`config.mk`:
```
export PLATFORM = sky130hd
export DESIGN_NAME = input_ctrl
export DESIGN_NICKNAME = d
export VERILOG_FILES = /design/src/rtl/input_ctrl.sv
export SDC_FILE = /design/constraint.sdc
export NUM_CORES = 1
export LEC_CHECK = 0
export ABC_AREA = 1
export CAP_MARGIN = 40
export CORE_ASPECT_RATIO = 0.5
export CORE_MARGIN = 2
export CORE_UTILIZATION = 40
export DETAILED_ROUTE_END_ITERATION = 10
export HOLD_SLACK_MARGIN = 0.1
export PLACE_DENSITY = 0.69
export SLEW_MARGIN = 20
export SYNTH_ARGS = -nofsm -noshare
export SYNTH_HDL_FRONTEND = slang
export SYNTH_SLANG_ARGS = --single-unit
```
`constraint.sdc`:
```
create_clock -name clk -period 2.75 [get_ports clk]
set_input_delay 0.6875 -clock clk [delete_from_list [all_inputs] [get_ports clk]]
set_output_delay 0.6875 -clock clk [all_outputs]
set_load 0.05 [all_outputs]
```
`src/rtl/input_ctrl.sv`:
```
// input_ctrl: synchronise, debounce and edge-detect board buttons and DIP switches.
// Change pulses stay quiet until the post-reset settle window has elapsed.
module input_ctrl #(
    parameter int N_BTN    = 4,
    parameter int N_SW     = 8,
    parameter int BTN_INV  = 1,
    parameter int TICK_DIV = 14,
    parameter int DB_TICKS = 4
) (
    input  logic             clk,
    input  logic             rst,
    input  logic [N_BTN-1:0] btn,
    input  logic [N_SW-1:0]  dip_sw,
    output logic [N_BTN-1:0] btn_level,
    output logic [N_BTN-1:0] btn_press,
    output logic [N_BTN-1:0] btn_rel,
    output logic [N_SW-1:0]  sw_level,
    output logic [N_SW-1:0]  sw_changed,
    output logic             valid
);
    localparam int N  = N_BTN + N_SW;
    localparam int CW = $clog2(DB_TICKS);
    localparam logic [N-1:0] INV = {{N_SW{1'b0}}, {N_BTN{BTN_INV != 0}}};
    logic [N-1:0]        sync1, sync2, s, stable, chg, ev;
    logic [CW-1:0]       cnt [N];
    logic [TICK_DIV-1:0] pre;
    logic [7:0]          settle;
    logic                tick;
    assign s    = sync2 ^ INV;
    assign tick = &pre;
    // ev marks the tick on which an input completes its run of differing samples
    always_comb begin
        ev = '0;
        for (int i = 0; i < N; i++)
            ev[i] = tick && s[i] != stable[i] && cnt[i] == CW'(DB_TICKS - 1);
    end
    always_ff @(posedge clk) begin
        if (rst) begin
            sync1  <= '0;
            sync2  <= '0;
            stable <= '0;
            chg    <= '0;
            pre    <= '0;
            settle <= '0;
            valid  <= 1'b0;
            for (int i = 0; i < N; i++)
                cnt[i] <= '0;
        end else begin
            sync1  <= {dip_sw, btn};
            sync2  <= sync1;
            pre    <= pre + TICK_DIV'(1);
            chg    <= valid ? ev : '0;
            stable <= stable ^ ev;
            if (tick && !valid) begin
                settle <= settle + 8'd1;
                valid  <= settle == 8'(DB_TICKS - 1);
            end
            for (int i = 0; i < N; i++)
                if (tick)
                    cnt[i] <= (s[i] == stable[i] || ev[i]) ? '0 : cnt[i] + CW'(1);
        end
    end
    assign btn_level  = stable[N_BTN-1:0];
    assign sw_level   = stable[N-1:N_BTN];
    assign btn_press  = chg[N_BTN-1:0] & btn_level;
    assign btn_rel    = chg[N_BTN-1:0] & ~btn_level;
    assign sw_changed = chg[N-1:N_BTN];
endmodule
```
==> metrics.txt, run 1 <==
clock slew at reported path FFs 0.07 ns; CTS Buffer Depth 2; Core ar. 9630 sq um; worst vdd ir 0.360 mV; Pins Over Slew Limit 0; syn_nets 510; status finished, final reports clean; Register Area 2140 sq um; global route overflow 0; Slew @ Worst Pin 0.560 ns; final setup fails 0; sw frac 21.5%; final hold viol count 0; Max Cap Viol 0; Die ar. 11000 sq um; Max Freq 426 MHz; number of diodes 0; headroom to the max-slew limit 62.6%; Buffers on Ports 42; Cell Area, Synth 4040 sq um; antenna violations before repair 0; number of buffers created by CTS 9; Hold Path Class reg2reg; Flop pwr share 52.4%; CTS Sinks 95; fill cell count 933; Root Driver clkbuf_16; clock group share of total power 43.6%; Syn-to-layout area delta 20.4%; crit end category primary output; gr usage total 14.3%; final setup TNS 0 ns; via/cell ratio 4.40; RSZ-0062 raised after global routing no; final worst slack 0.400 ns; Die X-Extent 146 um; num rows 25; power per cell area 584 nW/um^2; Synth cell types 28; synth warn 0; WL/cell 10.6 um; Syn Area/Cell 8.37 sq um; layout cell share with drive strength beyond 1 8.54%; initial drt markers 126; WL final 6990 um; post-layout util 50.4%; final worst-path cycle share 85.5%; DRT Pass-1 Iters 4; pin count of the biggest net entering global routing 27; # nets final 550; worst-path maximum fanout 5; switching power 0.000610 W; Post-route DRC 0; crit path kind reg2out; Worst-Skew Late Latency 0.34 ns; dpl hpwl 4740 um; total number of vias 2914; share of the yosys chip area belonging to registers 53.1%; Critical Path Start Type flop; cells after synthesis 482; Comb power frac 4.0%; number of global-route vias before repair 2653; CTS H-Tree Depth 3; leak pwr 2.07 nW; worst clock skew 0.00709 ns; TritonCTS clock tree built; setup bufs post-CTS 0; IO Count 43; global-route wire length before repair 12200 um; worst hold slack 0.397 ns; Die Y 75.0 um; final period demand of the worst path 2.35 ns; gpl congestion 0.790; Initial Util 41.9%; remaining antenna violation count 0; multi-input logic area 1500 sq um; P_int 0.00223 W; Arr. time, crit path 1.66 ns; pre-CTS setup slack 0.646 ns; hold_buf cts 0; FF+latch count, synth 95; CP Data Required Time 2.06 ns; CTS resizes 0
## cell type report
type | count | area share, %
Sequential cell | 95 | 44.1
Timing Repair Buffer | 48 | 9.84
Clock inverter | 7 | 1.47
Clock buffer | 9 | 4.64
Multi-Input combinational cell | 294 | 30.8
Inverter | 74 | 5.72
Tap cell | 135 | 3.48
## registers in the layout, summed over array words and instances (netlist names)
name / flops
chg: 12
sync1: 12
settle: 8
valid: 1
pre: 14
sync2: 12
stable: 12
cnt: 24
## cell families after synthesis
logic type	Yosys count	share of synthesized area (%)
simple gates	233	25.3
flops	95	53.1
buf+inv	93	9.86
compound gates	32	4.15
xor+xnor	15	3.26
fa+ha+maj	14	4.34
## routing by layer
layer	part of all wire, %	vias up	global-route usage [%]
met1	49	1293	17.7
met2	45	48	24.1
met5	0	-	0
li1	-	1566	-
met4	0.83	0	3.88
met3	5.0	7	5.33
## placed cells by master, fill, tap and decap left out, types with 14 or more instances in the layout
cell type | netlist | layout
ha_1 | 14 | 14
dfxtp_1 | 71 | 71
nand2_1 | 76 | 76
clkdlybuf4s50_1 | 0 | 42
nor2_1 | 97 | 97
nand3_1 | 17 | 17
edfxtp_1 | 24 | 24
a21oi_1 | 19 | 19
inv_1 | 72 | 72
nor3_1 | 16 | 16
## worst max-delay path, cell delays in order, from the launching register on
cell and delay, ns:
dfxtp_1 0.41, nand2_1 0.07, inv_1 0.05, clkdlybuf4s50_1 0.79
## per-stage QoR
step	power (W)	cells	area, sq um
2_1_floorplan	0.00158	482	4040
3_3_place_gp	0.00163	646	4560
3_5_place_dp	0.00163	646	4560
4_1_cts	0.00287	662	4860
5_1_grt	0.00295	662	4860
6_report	0.00284	662	4860
## path summary, 6_finish.rpt
kind / end / startpoint / slack, ns / depth (start not counted)
worst max-delay path: btn_press[3] / stable[3] / 0.40 / 3
worst min-delay path: sync2[5] / sync1[5] / 0.40 / 2
worst min register to register: sync2[5] / sync1[5] / 0.40 / 2
worst max register to register: cnt[0][22] / pre[0] / 0.84 / 9
## power by group through the flow
stage	registers (W)	clock network (W)	logic [W]
2_1_floorplan	0.00151	0	0.0000697
6_report	0.00149	0.00124	0.000113
5_1_grt	0.00149	0.00133	0.000132
3_5_place_dp	0.00152	0	0.000114
3_3_place_gp	0.00152	0	0.000112
4_1_cts	0.00149	0.00127	0.000115
## synthesized netlist by cell type, drive strengths merged
master	n	area, sq um
nor2	106	449
nand2	88	365
inv	74	278
dfxtp	71	1420
edfxtp	24	721
a21oi	19	95.1
nand3	17	85.1
nor3	16	80.1
ha	14	175
buf	12	93.8
xnor2	10	87.6
o21ai	9	45.0
clkbuf	7	26.3
xor2	5	43.8
a31oi	2	12.5
nand3b	2	15.0
nand4	2	12.5
o21a	2	15.0
nor3b	1	7.51
nor4	1	6.26
(Power assumes the default switching activity.)
==> run 2: changes to the inputs <==
SLEW_MARGIN = unset   (was 20)
==> results of run 2 <==
Same layout as run 1: the final DEF is identical, and so are final timing and power.
==> run 3: changes to the inputs <==
GPL_TIMING_DRIVEN = 1   (was unset)
==> results of run 3 <==
Same layout as run 1: the final DEF is identical, and so are final timing and power.
==> edit 1: new RTL, settings of run 2 <==
Set the parameter `TICK_DIV` to 28 (it was 14).
--- a/src/rtl/input_ctrl.sv
+++ b/src/rtl/input_ctrl.sv
@@ -6,3 +6,3 @@
     parameter int BTN_INV  = 1,
-    parameter int TICK_DIV = 14,
+    parameter int TICK_DIV = 28,
     parameter int DB_TICKS = 4
Behaviour: same outputs for any inputs over 10 cycles, from zero or initial values and one cycle with rst high; that may be too few to reach the edited logic, so the function may still have changed.
==> edit 1 against run 2 <==
Sequential cell count up 14. Maximum frequency down 0.24%. Synthesized area up 23%. Final area is 20% higher. Routed wire length grew 42%. Synthesized cell count grew 31%. Cell count up 27%. Clock skew about the same. Highest routed layer unchanged. Total power up 12%. Die area rose by 22%. Sequential share of layout area shrank 2.4 points. Critical path depth stayed put. Worst setup slack got worse by 0.0056 ns. Sequential power rose by 13%.
==> edit 1: results (changes against run 2) <==
placement:
  place_area_um2: 5490  # was 4560 µm²
  pre_cts_ws_ns: 0.643  # was 0.646 ns
  dpl.hpwl_um: 6880  # was 4740 µm
  dp_cells: 822  # was 646
global_routing:
  grt_max_degree: 51  # was 27
  grt_usage: 0.160  # was 0.143
  grt_pass1_vias: 3566  # was 2653
  met3_usage: 0.0435  # was 0.0533
  grt_use_met2: 0.261  # was 0.241
pwr:
  p_sw_frac: 0.202  # was 0.215
  irDropWorstVdd_uv: 334  # was 360 µV
route:
  wl_per_cell_um: 11.8  # was 10.6 µm
  vias: 3896  # was 2914
  route.met2.wl_um: 4340  # was 3170 µm
  drt_iter0_markers: 219  # was 126
  route.met3.wl_um: 471  # was 349 µm
layout:
  n_all_buffers: 50  # was 48
  drive_above_1_share: 0.0698  # was 0.0854
  fin_cells: 838  # was 662
  fin_nets: 696  # was 550
  inv_count: 91  # was 74
  clock_cell_area_share: 0.0545  # was 0.0610
  reg_top3: "pre (28), cnt (24)"  # was cnt (24), pre (14)
  utilization: 0.486  # was 0.504
  seq-cell-share: 0.417  # was 0.441
  clock_buffers: 11  # was 9
  layout.nonclk_buf_frac: 0.0840  # was 0.0984
min_path:
  min_to: "sync2[1]"  # was sync2[5]
  min-delay-start: "sync1[1]"  # was sync1[5]
timing:
  slew_headroom: 0.618  # was 0.626
  clock_skew_ns: 0.00676  # was 0.00709 ns
yosys:
  netlist_top_cells_count: "nor2_1, nand2_1, inv_1"  # unchanged
  synthTopCellsByArea: "dfxtp_1, edfxtp_1, nor2_1"  # unchanged
  synth_seq_cells: 109  # was 95
  synth.distinct_cells: 32  # was 28
  synth_nets: 659  # was 510
  avgSynthCellArea_um2: 7.84  # was 8.37 µm²
run_status:
  status: "completed"  # unchanged
setup_path:
  rrSetupSlack_ns: 0.65  # was 0.84 ns
  r2r_end: "settle[4]"  # was cnt[0][22]
[edit 1: power groups by stage]
stage | registers, mW | clock network (mW) | logic (mW)
finish | 1.69 | 1.37 | 0.117
detailed placement | 1.72 | 0 | 0.116
global placement | 1.72 | 0 | 0.115
CTS | 1.69 | 1.40 | 0.118
floorplan | 1.72 | 0 | 0.0752
global route | 1.69 | 1.47 | 0.134
[edit 1: worst max-delay path by stage]
stage	start	to	slack (ns)	cells after the start
floorplan	rst	cnt[0][0]	0.53	4
global placement	pre[0]	settle[5]	0.71	9
detailed placement	pre[0]	settle[0]	0.64	9
CTS	stable[0]	btn_press[0]	0.37	3
global route	stable[2]	btn_press[2]	0.31	3
finish	stable[0]	btn_press[0]	0.39	3
[edit 1: kinds of logic (layout without fill, tap and decap cells)]
kind of cell    Yosys count  after routing  synth area share
simple gates            335            335             0.302
buf+inv                 115            157            0.0996
flops                   109            109             0.490
compound gates           42             42            0.0450
xor+xnor                 16             16            0.0283
fa+ha+maj                14             14            0.0354
==> edit 2: new RTL, flow settings as in run 2 <==
Without the edit above. Register the input `btn` before use, with the module's reset. The logic sees it one clock later. The other inputs are not delayed to match.
--- a/src/rtl/input_ctrl.sv
+++ b/src/rtl/input_ctrl.sv
@@ -23,2 +23,13 @@
     localparam logic [N-1:0] INV = {{N_SW{1'b0}}, {N_BTN{BTN_INV != 0}}};
+
+    logic [N_BTN-1:0] btn_q;
+
+    always_ff @(posedge clk) begin
+        if (rst) begin
+            btn_q <= '0;
+        end else begin
+            btn_q <= btn;
+        end
+    end
+
     logic [N-1:0]        sync1, sync2, s, stable, chg, ev;
@@ -48,3 +59,3 @@
         end else begin
-            sync1  <= {dip_sw, btn};
+            sync1  <= {dip_sw, btn_q};
             sync2  <= sync1;
Function: no difference found for any inputs over 10 cycles, from zero or initial values and one cycle with rst high; that may be too few to reach the edited logic, so the function may still have changed.
==> edit 2 against run 2 <==
Count of clock-buffer cells in the layout is 3 higher. Core utilization is 1.3 points lower. Sequential power is 4% higher. Total power is 2.4% higher. Global-route usage hardly changed. Worst setup slack worse by 0.037 ns. Synthesized area is 7.2% higher. Sequential cell count is 4 higher. Routed wire length is 7.6% higher. Final area is 4.9% higher. Critical path type unchanged.
==> edit 2: results (changes against run 2) <==
run_status:
  status: "completed"  # unchanged
placement:
  pre_cts_ws_ns: 0.599  # was 0.646 ns
  dp_cells: 666  # was 646
  place.gp.congestion: 0.806  # was 0.790
global_routing:
  grt_use_met2: 0.214  # was 0.241
  grt_pass1_wl_um: 13100  # was 12200 µm
  grt_max_degree: 36  # was 27
  use_met1: 0.199  # was 0.177
  grt_pass1_vias: 2778  # was 2653
pwr:
  p_int_mw: 2.30  # was 2.23 mW
  irDropWorstVdd_uv: 286  # was 360 µV
  p_leak_nw: 2.24  # was 2.07 nW
layout:
  fin_cells: 682  # was 662
  nFillCells: 962  # was 933
  fin_nets: 565  # was 550
  multiInputGateArea_um2: 1650  # was 1500 µm²
  drive_above_1_share: 0.122  # was 0.0854
route:
  drt_iter0_markers: 134  # was 126
  route.met3.wl_um: 409  # was 349 µm
  wl_per_cell_um: 11.0  # was 10.6 µm
  route.met2.wl_um: 3330  # was 3170 µm
yosys:
  synth.distinct_cells: 34  # was 28
  synth_nets: 528  # was 510
  synthTopCellsByArea: "dfxtp_1, edfxtp_1, nor2_1"  # unchanged
  netlist_top_cells_count: "nor2_1, inv_1, dfxtp_1"  # was nor2_1, nand2_1, inv_1
  ys_seq_area_frac: 0.514  # was 0.531
setup_path:
  cp.arrival_ns: 1.70  # was 1.66 ns
min_path:
  hold_class: "flip-flop to flip-flop"  # unchanged
timing:
  worst_slew_pin_slew_ns: 0.669  # was 0.560 ns
[edit 2: cell count changes in the layout (fill, tap and decap cells not counted), moves of 3 or more]
cell,run 2,this run
xor2_1,5,9
inv_1,72,78
xnor2_1,10,7
nor2_2,5,18
nand2_2,11,5
nand2_1,76,71
dfxtp_1,71,75
nand2_4,1,13
nor2_1,97,86
[edit 2: worst max-delay path, stage by stage (launching register included)]
cell	delay, ns
dfxtp_1	0.42
nand2_1	0.08
inv_1	0.07
clkdlybuf4s50_1	0.80
[edit 2: logic make-up (layout without fill, tap and decap cells)]
family,after synthesis,count (layout),synth area share
buf+inv,101,143,0.104
flops,99,99,0.514
fa+ha+maj,14,14,0.0405
simple gates,241,241,0.275
xor+xnor,16,16,0.0324
compound gates,29,29,0.0344
[edit 2: path summary, 6_finish.rpt]
kind,to,slack (ns),cells after the start
worst min register to register,sync2[5],0.40,2
worst min-delay path,sync2[5],0.40,2
worst max register to register,cnt[0][8],0.84,9
worst max-delay path,btn_press[3],0.36,3
[edit 2: layout make-up]
class	count	share of cell area
Inverter	81	0.0599
Timing Repair Buffer	46	0.0874
Multi-Input combinational cell	300	0.324
Tap cell	140	0.0344
Clock inverter	4	0.00982
Clock buffer	12	0.0484
Sequential cell	99	0.436
[edit 2: power by group through the flow]
stage | Sequential (mW) | Clock, mW | Combinational [mW]
2_1_floorplan | 1.57 | 0 | 0.0776
3_3_place_gp | 1.58 | 0 | 0.112
3_5_place_dp | 1.58 | 0 | 0.116
4_1_cts | 1.55 | 1.28 | 0.117
5_1_grt | 1.55 | 1.33 | 0.133
6_report | 1.55 | 1.24 | 0.115
